### config.mk
export PLATFORM = sky130hd
export DESIGN_NAME = cva6_pma_region_table
export DESIGN_NICKNAME = d
export VERILOG_FILES = /design/src/rtl/cva6_pma_region_table.sv
export SDC_FILE = /design/constraint.sdc
export NUM_CORES = 2
export LEC_CHECK = 0
export BUFFER_PORTS_ARGS = -buffer_cell sky130_fd_sc_hd__buf_2
export CAP_MARGIN = 10
export CORE_MARGIN = 5
export CORE_UTILIZATION = 35
export CTS_CLUSTER_DIAMETER = 120
export CTS_CLUSTER_SIZE = 40
export DETAILED_ROUTE_END_ITERATION = 8
export MAX_ROUTING_LAYER = met4
export PLACE_DENSITY_LB_ADDON = 0.3
export SYNTH_ARGS = -nofsm -noshare
export SYNTH_HDL_FRONTEND = slang
export SYNTH_SLANG_ARGS = --single-unit
### constraint.sdc
create_clock -name clk_i -period 8.8 [get_ports clk_i]
set_input_delay 1.76 -clock clk_i [delete_from_list [all_inputs] [get_ports clk_i]]
set_output_delay 1.76 -clock clk_i [all_outputs]
set_load 0.02 [all_outputs]
### src/rtl/cva6_pma_region_table.sv
// cva6_pma_region_table: runtime-programmable PMA region table.
// A shadow table is written through the config port and copied into the active
// table on commit_i. NR_LKP independent lookup channels match against the
// active table through a one-entry registered result stage.
// Optional feature: define CVA6_PMA_MISS_CNT_EN to add per-channel 16-bit
// saturating miss counters on port miss_cnt_o.
module cva6_pma_region_table #(
   parameter int unsigned NR_RULES = 4,
   parameter int unsigned NR_LKP   = 2,
   parameter int unsigned ADDR_W   = 64,
   // Derived index width; leave at its default.
   parameter int unsigned IDX_W    = (NR_RULES > 1) ? $clog2(NR_RULES) : 1,
   parameter logic [NR_RULES-1:0][ADDR_W-1:0] RST_BASE = '0,
   parameter logic [NR_RULES-1:0][ADDR_W-1:0] RST_LEN  = '0,
   parameter logic [NR_RULES-1:0][3:0]        RST_ATTR = {NR_RULES{4'b0001}}
) (
   input  logic                       clk_i,
   input  logic                       rst_ni,
   input  logic                       cfg_req_i,
   input  logic                       cfg_we_i,
   input  logic [IDX_W-1:0]           cfg_idx_i,
   input  logic [1:0]                 cfg_field_i,
   input  logic [ADDR_W-1:0]          cfg_wdata_i,
   output logic                       cfg_gnt_o,
   output logic                       cfg_rvalid_o,
   output logic [ADDR_W-1:0]          cfg_rdata_o,
   output logic                       cfg_err_o,
   input  logic                       commit_i,
   input  logic [NR_LKP-1:0]          lkp_valid_i,
   output logic [NR_LKP-1:0]          lkp_ready_o,
   input  logic [NR_LKP*ADDR_W-1:0]   lkp_addr_i,
   output logic [NR_LKP-1:0]          lkp_rvalid_o,
   input  logic [NR_LKP-1:0]          lkp_rready_i,
   output logic [NR_LKP*3-1:0]        lkp_attr_o,
   output logic [NR_LKP-1:0]          lkp_hit_o,
   output logic [NR_LKP*IDX_W-1:0]    lkp_idx_o
`ifdef CVA6_PMA_MISS_CNT_EN
   ,
   output logic [NR_LKP*16-1:0]       miss_cnt_o
`endif
);

   // Shadow table (config-visible, carries lock bit) and active table (lookups).
   logic [NR_RULES-1:0][ADDR_W-1:0] sh_base_q, sh_len_q;
   logic [NR_RULES-1:0][3:0]        sh_attr_q;
   logic [NR_RULES-1:0][ADDR_W-1:0] ac_base_q, ac_len_q;
   logic [NR_RULES-1:0][2:0]        ac_attr_q;

   logic              idx_ok;
   logic              cfg_err_d;
   logic              cfg_wr_en;
   logic [ADDR_W-1:0] cfg_rdata_d;
   logic              cfg_rvalid_q, cfg_err_q;
   logic [ADDR_W-1:0] cfg_rdata_q;

   // Index range check is only needed when the index can encode unused rules.
   if ((2 ** IDX_W) > NR_RULES) begin : g_idx_chk
      assign idx_ok = (cfg_idx_i < IDX_W'(NR_RULES));
   end else begin : g_idx_all
      assign idx_ok = 1'b1;
   end

   assign cfg_gnt_o = cfg_req_i;
   assign cfg_err_d = !idx_ok || (cfg_field_i == 2'd3) ||
                      (cfg_we_i && idx_ok && sh_attr_q[cfg_idx_i][3]);
   assign cfg_wr_en = cfg_req_i && cfg_we_i && !cfg_err_d;

   // Config read mux from the shadow table; errors and writes return zero.
   always_comb begin
      cfg_rdata_d = '0;
      if (cfg_req_i && !cfg_we_i && !cfg_err_d) begin
         case (cfg_field_i)
            2'd0:    cfg_rdata_d = sh_base_q[cfg_idx_i];
            2'd1:    cfg_rdata_d = sh_len_q[cfg_idx_i];
            2'd2:    cfg_rdata_d = ADDR_W'(sh_attr_q[cfg_idx_i]);
            default: cfg_rdata_d = '0;
         endcase
      end
   end

   // Table storage: commit copies the pre-edge shadow, so a same-cycle write lands after it.
   always_ff @(posedge clk_i) begin
      if (!rst_ni) begin
         sh_base_q <= RST_BASE;
         sh_len_q  <= RST_LEN;
         sh_attr_q <= RST_ATTR;
         ac_base_q <= RST_BASE;
         ac_len_q  <= RST_LEN;
         for (int r = 0; r < int'(NR_RULES); r++) ac_attr_q[r] <= RST_ATTR[r][2:0];
      end else begin
         if (commit_i) begin
            ac_base_q <= sh_base_q;
            ac_len_q  <= sh_len_q;
            for (int r = 0; r < int'(NR_RULES); r++) ac_attr_q[r] <= sh_attr_q[r][2:0];
         end
         if (cfg_wr_en) begin
            case (cfg_field_i)
               2'd0:    sh_base_q[cfg_idx_i] <= cfg_wdata_i;
               2'd1:    sh_len_q[cfg_idx_i]  <= cfg_wdata_i;
               2'd2:    sh_attr_q[cfg_idx_i] <= {sh_attr_q[cfg_idx_i][3] | cfg_wdata_i[3],
                                                 cfg_wdata_i[2:0]};
               default: ;
            endcase
         end
      end
   end

   // Config response register, one cycle after the grant.
   always_ff @(posedge clk_i) begin
      if (!rst_ni) begin
         cfg_rvalid_q <= 1'b0;
         cfg_err_q    <= 1'b0;
         cfg_rdata_q  <= '0;
      end else begin
         cfg_rvalid_q <= cfg_req_i;
         cfg_err_q    <= cfg_req_i && cfg_err_d;
         cfg_rdata_q  <= cfg_rdata_d;
      end
   end

   assign cfg_rvalid_o = cfg_rvalid_q;
   assign cfg_err_o    = cfg_err_q;
   assign cfg_rdata_o  = cfg_rdata_q;

   for (genvar ch = 0; ch < int'(NR_LKP); ch++) begin : g_ch
      logic [ADDR_W-1:0] addr;
      logic              m_hit;
      logic [IDX_W-1:0]  m_idx;
      logic [2:0]        m_attr;
      logic              accept;
      logic              rvalid_q, hit_q;
      logic [IDX_W-1:0]  idx_q;
      logic [2:0]        attr_q;

      assign addr   = lkp_addr_i[ch*ADDR_W +: ADDR_W];
      assign accept = lkp_valid_i[ch] && lkp_ready_o[ch];

      // Region match against the active table; scanning downward lets the lowest index win.
      always_comb begin
         logic [ADDR_W:0] diff;
         diff   = '0;
         m_hit  = 1'b0;
         m_idx  = '0;
         m_attr = 3'b001;
         for (int r = int'(NR_RULES) - 1; r >= 0; r--) begin
            // The extra bit catches addr < base as a borrow instead of wrapping.
            diff = {1'b0, addr} - {1'b0, ac_base_q[r]};
            if ((ac_len_q[r] != '0) && !diff[ADDR_W] && (diff[ADDR_W-1:0] < ac_len_q[r])) begin
               m_hit  = 1'b1;
               m_idx  = IDX_W'(r);
               m_attr = ac_attr_q[r];
            end
         end
      end

      // Result register: load on accept, drop valid when consumed, otherwise hold.
      always_ff @(posedge clk_i) begin
         if (!rst_ni) begin
            rvalid_q <= 1'b0;
            hit_q    <= 1'b0;
            idx_q    <= '0;
            attr_q   <= '0;
         end else if (accept) begin
            rvalid_q <= 1'b1;
            hit_q    <= m_hit;
            idx_q    <= m_idx;
            attr_q   <= m_attr;
         end else if (lkp_rready_i[ch]) begin
            rvalid_q <= 1'b0;
         end
      end

      assign lkp_ready_o[ch]              = !rvalid_q || lkp_rready_i[ch];
      assign lkp_rvalid_o[ch]             = rvalid_q;
      assign lkp_hit_o[ch]                = hit_q;
      assign lkp_idx_o[ch*IDX_W +: IDX_W] = idx_q;
      assign lkp_attr_o[ch*3 +: 3]        = attr_q;

`ifdef CVA6_PMA_MISS_CNT_EN
      logic [15:0] miss_q;

      // Saturating miss counter; commit clears it ahead of any same-cycle increment.
      always_ff @(posedge clk_i) begin
         if (!rst_ni || commit_i) begin
            miss_q <= '0;
         end else if (accept && !m_hit && (miss_q != 16'hFFFF)) begin
            miss_q <= miss_q + 16'd1;
         end
      end

      assign miss_cnt_o[ch*16 +: 16] = miss_q;
`endif
   end

endmodule
# Word-level counts from Yosys, hierarchy flattened
# Cells that the tools add are included.
[word_totals]
latchBits = 0
register_bits = 1132
mem_bits_ro = 0
ramBits = 0
n_memories = 0
out_inout_bits = 83
[classes]
div_mod_pow = 0
n_mux = 42
add_sub_neg = 8
shifts = 0
n_mul = 0
n_bitwise = 1
n_eq_ne = 3
n_reduce_logical = 51
order_cmp = 10
[op_table]
columns = ["operator", "count"]
rows = [
  ["$sub A64 B64 Y65", 8],
  ["$bwmux W256", 2],
  ["$lt A64 B64 Y1", 8],
  ["$bmux W64 S2", 2],
  ["$reduce_bool A64 Y1", 4],
  ["$mux W64", 3],
  ["$pmux W64 S3", 1],
  ["$demux W64 S2", 1],
  ["$logic_and A1 B1 Y1", 25],
  ["$mux W3", 8],
  ["$bwmux W16", 1],
  ["$mux W2", 8],
  ["$logic_not A1 Y1", 12],
  ["$mux W1", 12],
  ["$bmux W4 S2", 1],
  ["$demux W4 S2", 1],
  ["$mux W4", 2],
  ["$reduce_and A2 Y1", 4],
  ["$eq A2 B2 Y1 const B", 2],
  ["$reduce_bool A2 Y1", 2],
  ["$logic_or A1 B1 Y1", 3],
  ["$lt A2 B3 Y1 const B", 1],
  ["$eq A2 B1 Y1 const B", 1],
  ["$ge A2 B1 Y1 const B", 1],
  ["2 further kinds", 2],
]

# Logic depth before layout (Yosys ltp)
[depth]
word_depth = 8
depth_mapped = 29
ltp_nobuf = 29

# Worst setup path after synthesis
# No wires, ideal clock.
[synth_timing]
path_kind = "input port to flip-flop"
from = "input port lkp_addr_i[0]"
to = "register g_ch[0].idx_q[1]"
path_stages = 27
path_slack_ns = 1.711
arrival_time_ns = 6.974
cell_sequence = "inv_1 -> ha_1 -> inv_1 -> fa_1 -> a211oi_1 -> o21bai_1 -> o41ai_1 -> a21oi_1 -> o2111ai_1 -> and2_1 -> o41ai_1 -> a311o_1 -> a41oi_1 -> o21ai_1 -> mux2i_1 -> a2111oi_0 -> ha_1 -> nand4_1 -> nor4_1 -> nand3_1 -> or3_1 -> nor3_1 -> a31o_2 -> a211o_1 -> nand2b_1 -> a32o_1 -> and2_1"
[synth_between]
elab_chain_len = 8
word_cells_on_any_way = 24
cone_classes = "4 x add/sub; 4 x order compare; 4 x mux; 12 x reduce/logical"
[synth_lines]
columns = ["item", "line", "rtl"]
rows = [
  ["start: declaration", "31", "input logic [NR_LKP*ADDR_W-1:0] lkp_addr_i,"],
  ["parallel branches: the longest is 7 deep, another holds $sub A64 B64 Y65", "n/a", ""],
  ["$mux W2 (*)", "148", "if ((ac_len_q[r] != '0) && !diff[ADDR_W] && (diff[ADDR_W-1:0] < ac_len_q[r])) begin"],
  ["end signal: assignment", "166", "idx_q <= m_idx;"],
  ["end: declaration", "132", "logic [IDX_W-1:0] idx_q;"],
]
# Every way passes the cells marked *.
# A chain may end at the register's enable or synchronous reset.

# Worst setup path after layout
[layout_timing]
from = "input port lkp_addr_i[0]"
to = "register g_ch[0].attr_q[0]"
[layout_between]
elab_chain_len = 8
word_cells_on_any_way = 24
cone_classes = "4 x add/sub; 4 x order compare; 4 x mux; 12 x reduce/logical"
[layout_lines]
columns = ["item", "line", "rtl"]
rows = [
  ["parallel branches: the longest is 7 deep, another holds $sub A64 B64 Y65", "n/a", ""],
  ["$mux W3 (*)", "148", ""],
  ["end signal: assignment", "167", "attr_q <= m_attr;"],
  ["end: declaration", "133", "logic [2:0] attr_q;"],
]
# Marks and branches as above.

==> summary.md <==
| Metric | Value |
|---|---|
| Die area | 255,000 µm² |
| Worst-Skew Late Latency | 0.75 ns |
| Largest net degree at the start of global routing | 261 |
| WP buf/inv | 7 |
| Sequential fraction of the synthesis area | 26.4% |
| CP most frequent cell | a21oi_1 |
| Iter 0 DRT Violations | 7,433 |
| Layout Cells excl Fill | 13,673 |
| Synthesized area | 85,900 µm² |
| IO Pins | 288 |
| First-pass GRT wire length | 557 mm |
| Status | finished clean |
| Num rows | 181 |
| Port Buffer Count | 287 |
| Die Y | 505 µm |
| HP Class | reg -> reg |
| Area Overhead vs Synth | 8.81% |
| Congestion Overflow GR | 0 |
| Crit-path max FO | 4 |
| Residual DRC | 0 |
| Footprint of the multi-input gates | 58,800 µm² |
| Leak pwr | 35.7 nW |
| Met3 Resource Use GR | 3.53% |
| #FFs+latches synth | 1,132 |
| Initial antenna violation count | 23 |
| Storage cell area | 22,700 µm² |
| Global Route Usage Sum | 30.6% |
| WL final | 398 mm |
| Crit path DAT | 9.04 ns |
| CTS max path bufs | 3 |
| Crit path max-delay cell type | nor2_1 |
| GP Congestion | 1.06 |
| Mean post-synth cell area | 8.33 µm² |
| H-tree Lvls | 2 |
| Synth warn | 0 |
| Layout Nets | 11,663 |
| RSZ-0062 raised after global routing | false |
| Hpwl dp | 329 mm |
| Post-synthesis compound-gate area fraction | 20.4% |
| Crit-path leading delay family | compound AO/OA/AOI/OAI gates |
| Global Route met2 Usage | 48.7% |
| Clock power share | 25.4% |
| CTS tree | built |
| Core Footprint | 244,000 µm² |
| Antenna violation net count after detailed routing | 0 |
| # Post-CTS Setup Buffers | 0 |
| Mux cell area share after synthesis | 10.5% |
| Post-synthesis net count | 11,541 |
| Share of synthesized flip-flops with an asynchronous set or reset | 0% |
| Synth Area in XOR/XNOR | 4.80% |
| Crit share post-route | 95.1% |
| Clock Sinks | 1,132 |
| MaxCap Viol Count | 0 |
| Logic pwr share | 28.3% |
| Reg2reg setup slack | 1.13 ns |
| Hold Fails Final Rpt | 0 |
| Worst Tran Pin Value | 1.39 ns |
| Gate Count Post-Synth | 10,312 |
| Placed cell count | 13,593 |
| Die width | 505 µm |
| Netlist cell types | 96 |
| Vias | 78,643 |
| Fin crit period | 8.36 ns |
| CTS root buf | clkbuf_16 |
| WHS | 0.490 ns |
| Fillers | 25,053 |
| Vias in the first global route | 75,458 |
| Share of layout cells above drive strength 1 | 8.56% |
| Worst path max stage delay | 1.07 ns |
| Synth Flop Type | dfxtp_1 |
| Slew HR | 7.05% |
| Slew Viols, Final | 0 |
| Crit start category | input port |
| Fin Clk Skew | 0.0733 ns |
| M1 GR Usage | 40.3% |
| IR Drop Worst-Case VDD | 0.150 mV |
| Max Clk Rate | 120 MHz |
| Vias per cell | 5.75 |
| Sw Pwr | 3.83 mW |
| WP data required | 9.47 ns |
| DR WL/cell | 29.1 µm |
| Initial cell density of the core | 35.2% |
| First-pass DRT Iterations | 6 |
| Seq pwr share | 46.3% |
| Largest family of logic cells by synthesized area | compound AO/OA/AOI/OAI gates |
| Critical path class | in -> reg |
| Internal | 7.37 mW |
| Critical path endpoint category | flop |
| PD cells | 120 nW/µm² |
| Inserted Clock Buffers | 41 |
| Final setup fails | 0 |
| Net Sw Frac | 34.2% |
| GRT Max-Usage Layer | met2 |
| Worst-path clk slew | 0.15 ns |
| Post-Synth Adder-Cell Area | 15.0% |
| Synth Area in Simple Gates | 17.6% |
| Post-synth EDFFs | 0 |
[per-layer routing]
metal	wire [µm]	up-vias
li1	-	36631
met1	177000	38666
met2	180000	2854
met3	25000	492
met4	16500	0
met5	0	-
[placed cells by master (no fill, tap or decap), types with 26 or more instances in the layout]
| cell | count |
|---|---|
| nand2_1 | 1395 |
| dfxtp_1 | 1132 |
| ha_1 | 1016 |
| inv_1 | 656 |
| a21oi_1 | 648 |
| nor2b_1 | 617 |
| mux2i_1 | 600 |
| a21boi_0 | 539 |
| a21o_1 | 440 |
| nor2_1 | 378 |
| o21ai_0 | 337 |
| buf_4 | 317 |
| xnor2_1 | 298 |
| buf_2 | 282 |
| nand4_1 | 183 |
| xor2_1 | 173 |
| nand3_1 | 143 |
| mux4_2 | 132 |
| o21bai_1 | 87 |
| nand2b_1 | 81 |
| nor4_1 | 80 |
| o21a_1 | 76 |
| nor3_1 | 74 |
| a31oi_1 | 72 |
| a211oi_1 | 66 |
| and3_1 | 54 |
| o211ai_1 | 44 |
| clkbuf_16 | 41 |
| and2_1 | 30 |
| a221oi_1 | 27 |
| or3_1 | 26 |
[state kept, by name, summed over array words and instances, names as in the netlist, 4 cells and up]
signal       cells
ac_base_q      256
ac_len_q       256
sh_base_q      256
g_ch.idx_q       4
sh_attr_q       16
sh_len_q       256
ac_attr_q       12
g_ch.attr_q      6
cfg_rdata_o     64
[power groups by stage]
stage	registers [mW]	clock network, mW	logic, mW
floorplan	5.29	0	1.99
global route	5.19	3.07	3.41
global placement	5.30	0	3.09
CTS	5.19	2.91	3.11
finish	5.19	2.85	3.17
detailed placement	5.30	0	3.10
[final timing paths]
path	cells after the start	end	start
min reg2reg	2	sh_len_q[143]	sh_len_q[143]
max	30	g_ch[0].attr_q[0]	lkp_addr_i[0]
min	2	sh_len_q[143]	sh_len_q[143]
max reg2reg	28	g_ch[0].attr_q[0]	ac_base_q[0]
[stage by stage]
step           setup slack (ns)  power (mW)  cell area [µm²]  utilization (%)  setup TNS, ns
3_3_place_gp             -0.442        8.39            91900             37.7          -2.20
3_5_place_dp             -0.421        8.39            92000             37.7          -2.08
5_1_grt                   0.164        11.7            93400             38.3              0
4_1_cts                   0.332        11.2            93400             38.3              0
2_1_floorplan              1.71        7.28            85900                -              0
6_report                  0.436        11.2            93400             38.3              0
[Yosys cell counts (20+ instances only)]
master | instances | area, µm²
or2_2 | 24 | 150
o21a_1 | 76 | 571
o31ai_1 | 25 | 188
ha_1 | 1016 | 12700
and3_1 | 54 | 338
a21boi_0 | 539 | 4050
clkbuf_2 | 60 | 300
nand4_1 | 183 | 1140
o211ai_1 | 44 | 330
a21o_1 | 440 | 3300
a221oi_1 | 27 | 236
nand2_1 | 1399 | 5250
nor2b_1 | 617 | 3860
mux4_2 | 132 | 2970
a211o_1 | 20 | 175
or3_1 | 29 | 181
mux2i_1 | 600 | 6010
nor4_1 | 90 | 563
nor2_1 | 384 | 1440
o21bai_1 | 87 | 653
a31oi_1 | 72 | 450
and2_1 | 30 | 188
o21ai_0 | 338 | 1690
nor3_1 | 76 | 380
a21oi_1 | 649 | 3250
dfxtp_1 | 1132 | 22700
inv_1 | 656 | 2460
xor2_1 | 173 | 1520
nand3_1 | 145 | 726
xnor2_1 | 298 | 2610
nand2b_1 | 81 | 507
clkbuf_1 | 391 | 1470
buf_1 | 66 | 248
a211oi_1 | 67 | 503
[cell families (layout without fill, tap and decap cells)]
group	Yosys count	count (layout)
AND/OR/NAND/NOR	3162	3162
AO/OA/AOI/OAI	2604	2604
buffers and inverters	1187	1328
flip-flops	1132	1132
adder cells (fa/ha/maj)	1024	1024
multiplexers	732	732
XOR/XNOR	471	471
other	0	18
[final cells by class]
| class | count | area share (%) |
|---|---|---|
| clock buffer | 41 | 1.10 |
| clock inverter | 21 | 0.446 |
| antenna | 18 | 0.0482 |
| inverter | 656 | 2.64 |
| timing repair buffer | 610 | 4.27 |
| multi-input combinational | 7993 | 63.0 |
| tap | 3202 | 4.29 |
| sequential | 1132 | 24.3 |
[tightest hold or removal path, stage by stage, from the launching register on]
cell      delay, ns
dfxtp_1        0.35
nand2_1        0.05
a21boi_0       0.06
[repair_timing]
action,4_1_cts,5_1_grt
hold buffers,0,0
endpoints found under the setup margin,0,1
endpoints found under the hold margin,0,0
resized for setup,0,1
(Power assumes the default switching activity.)
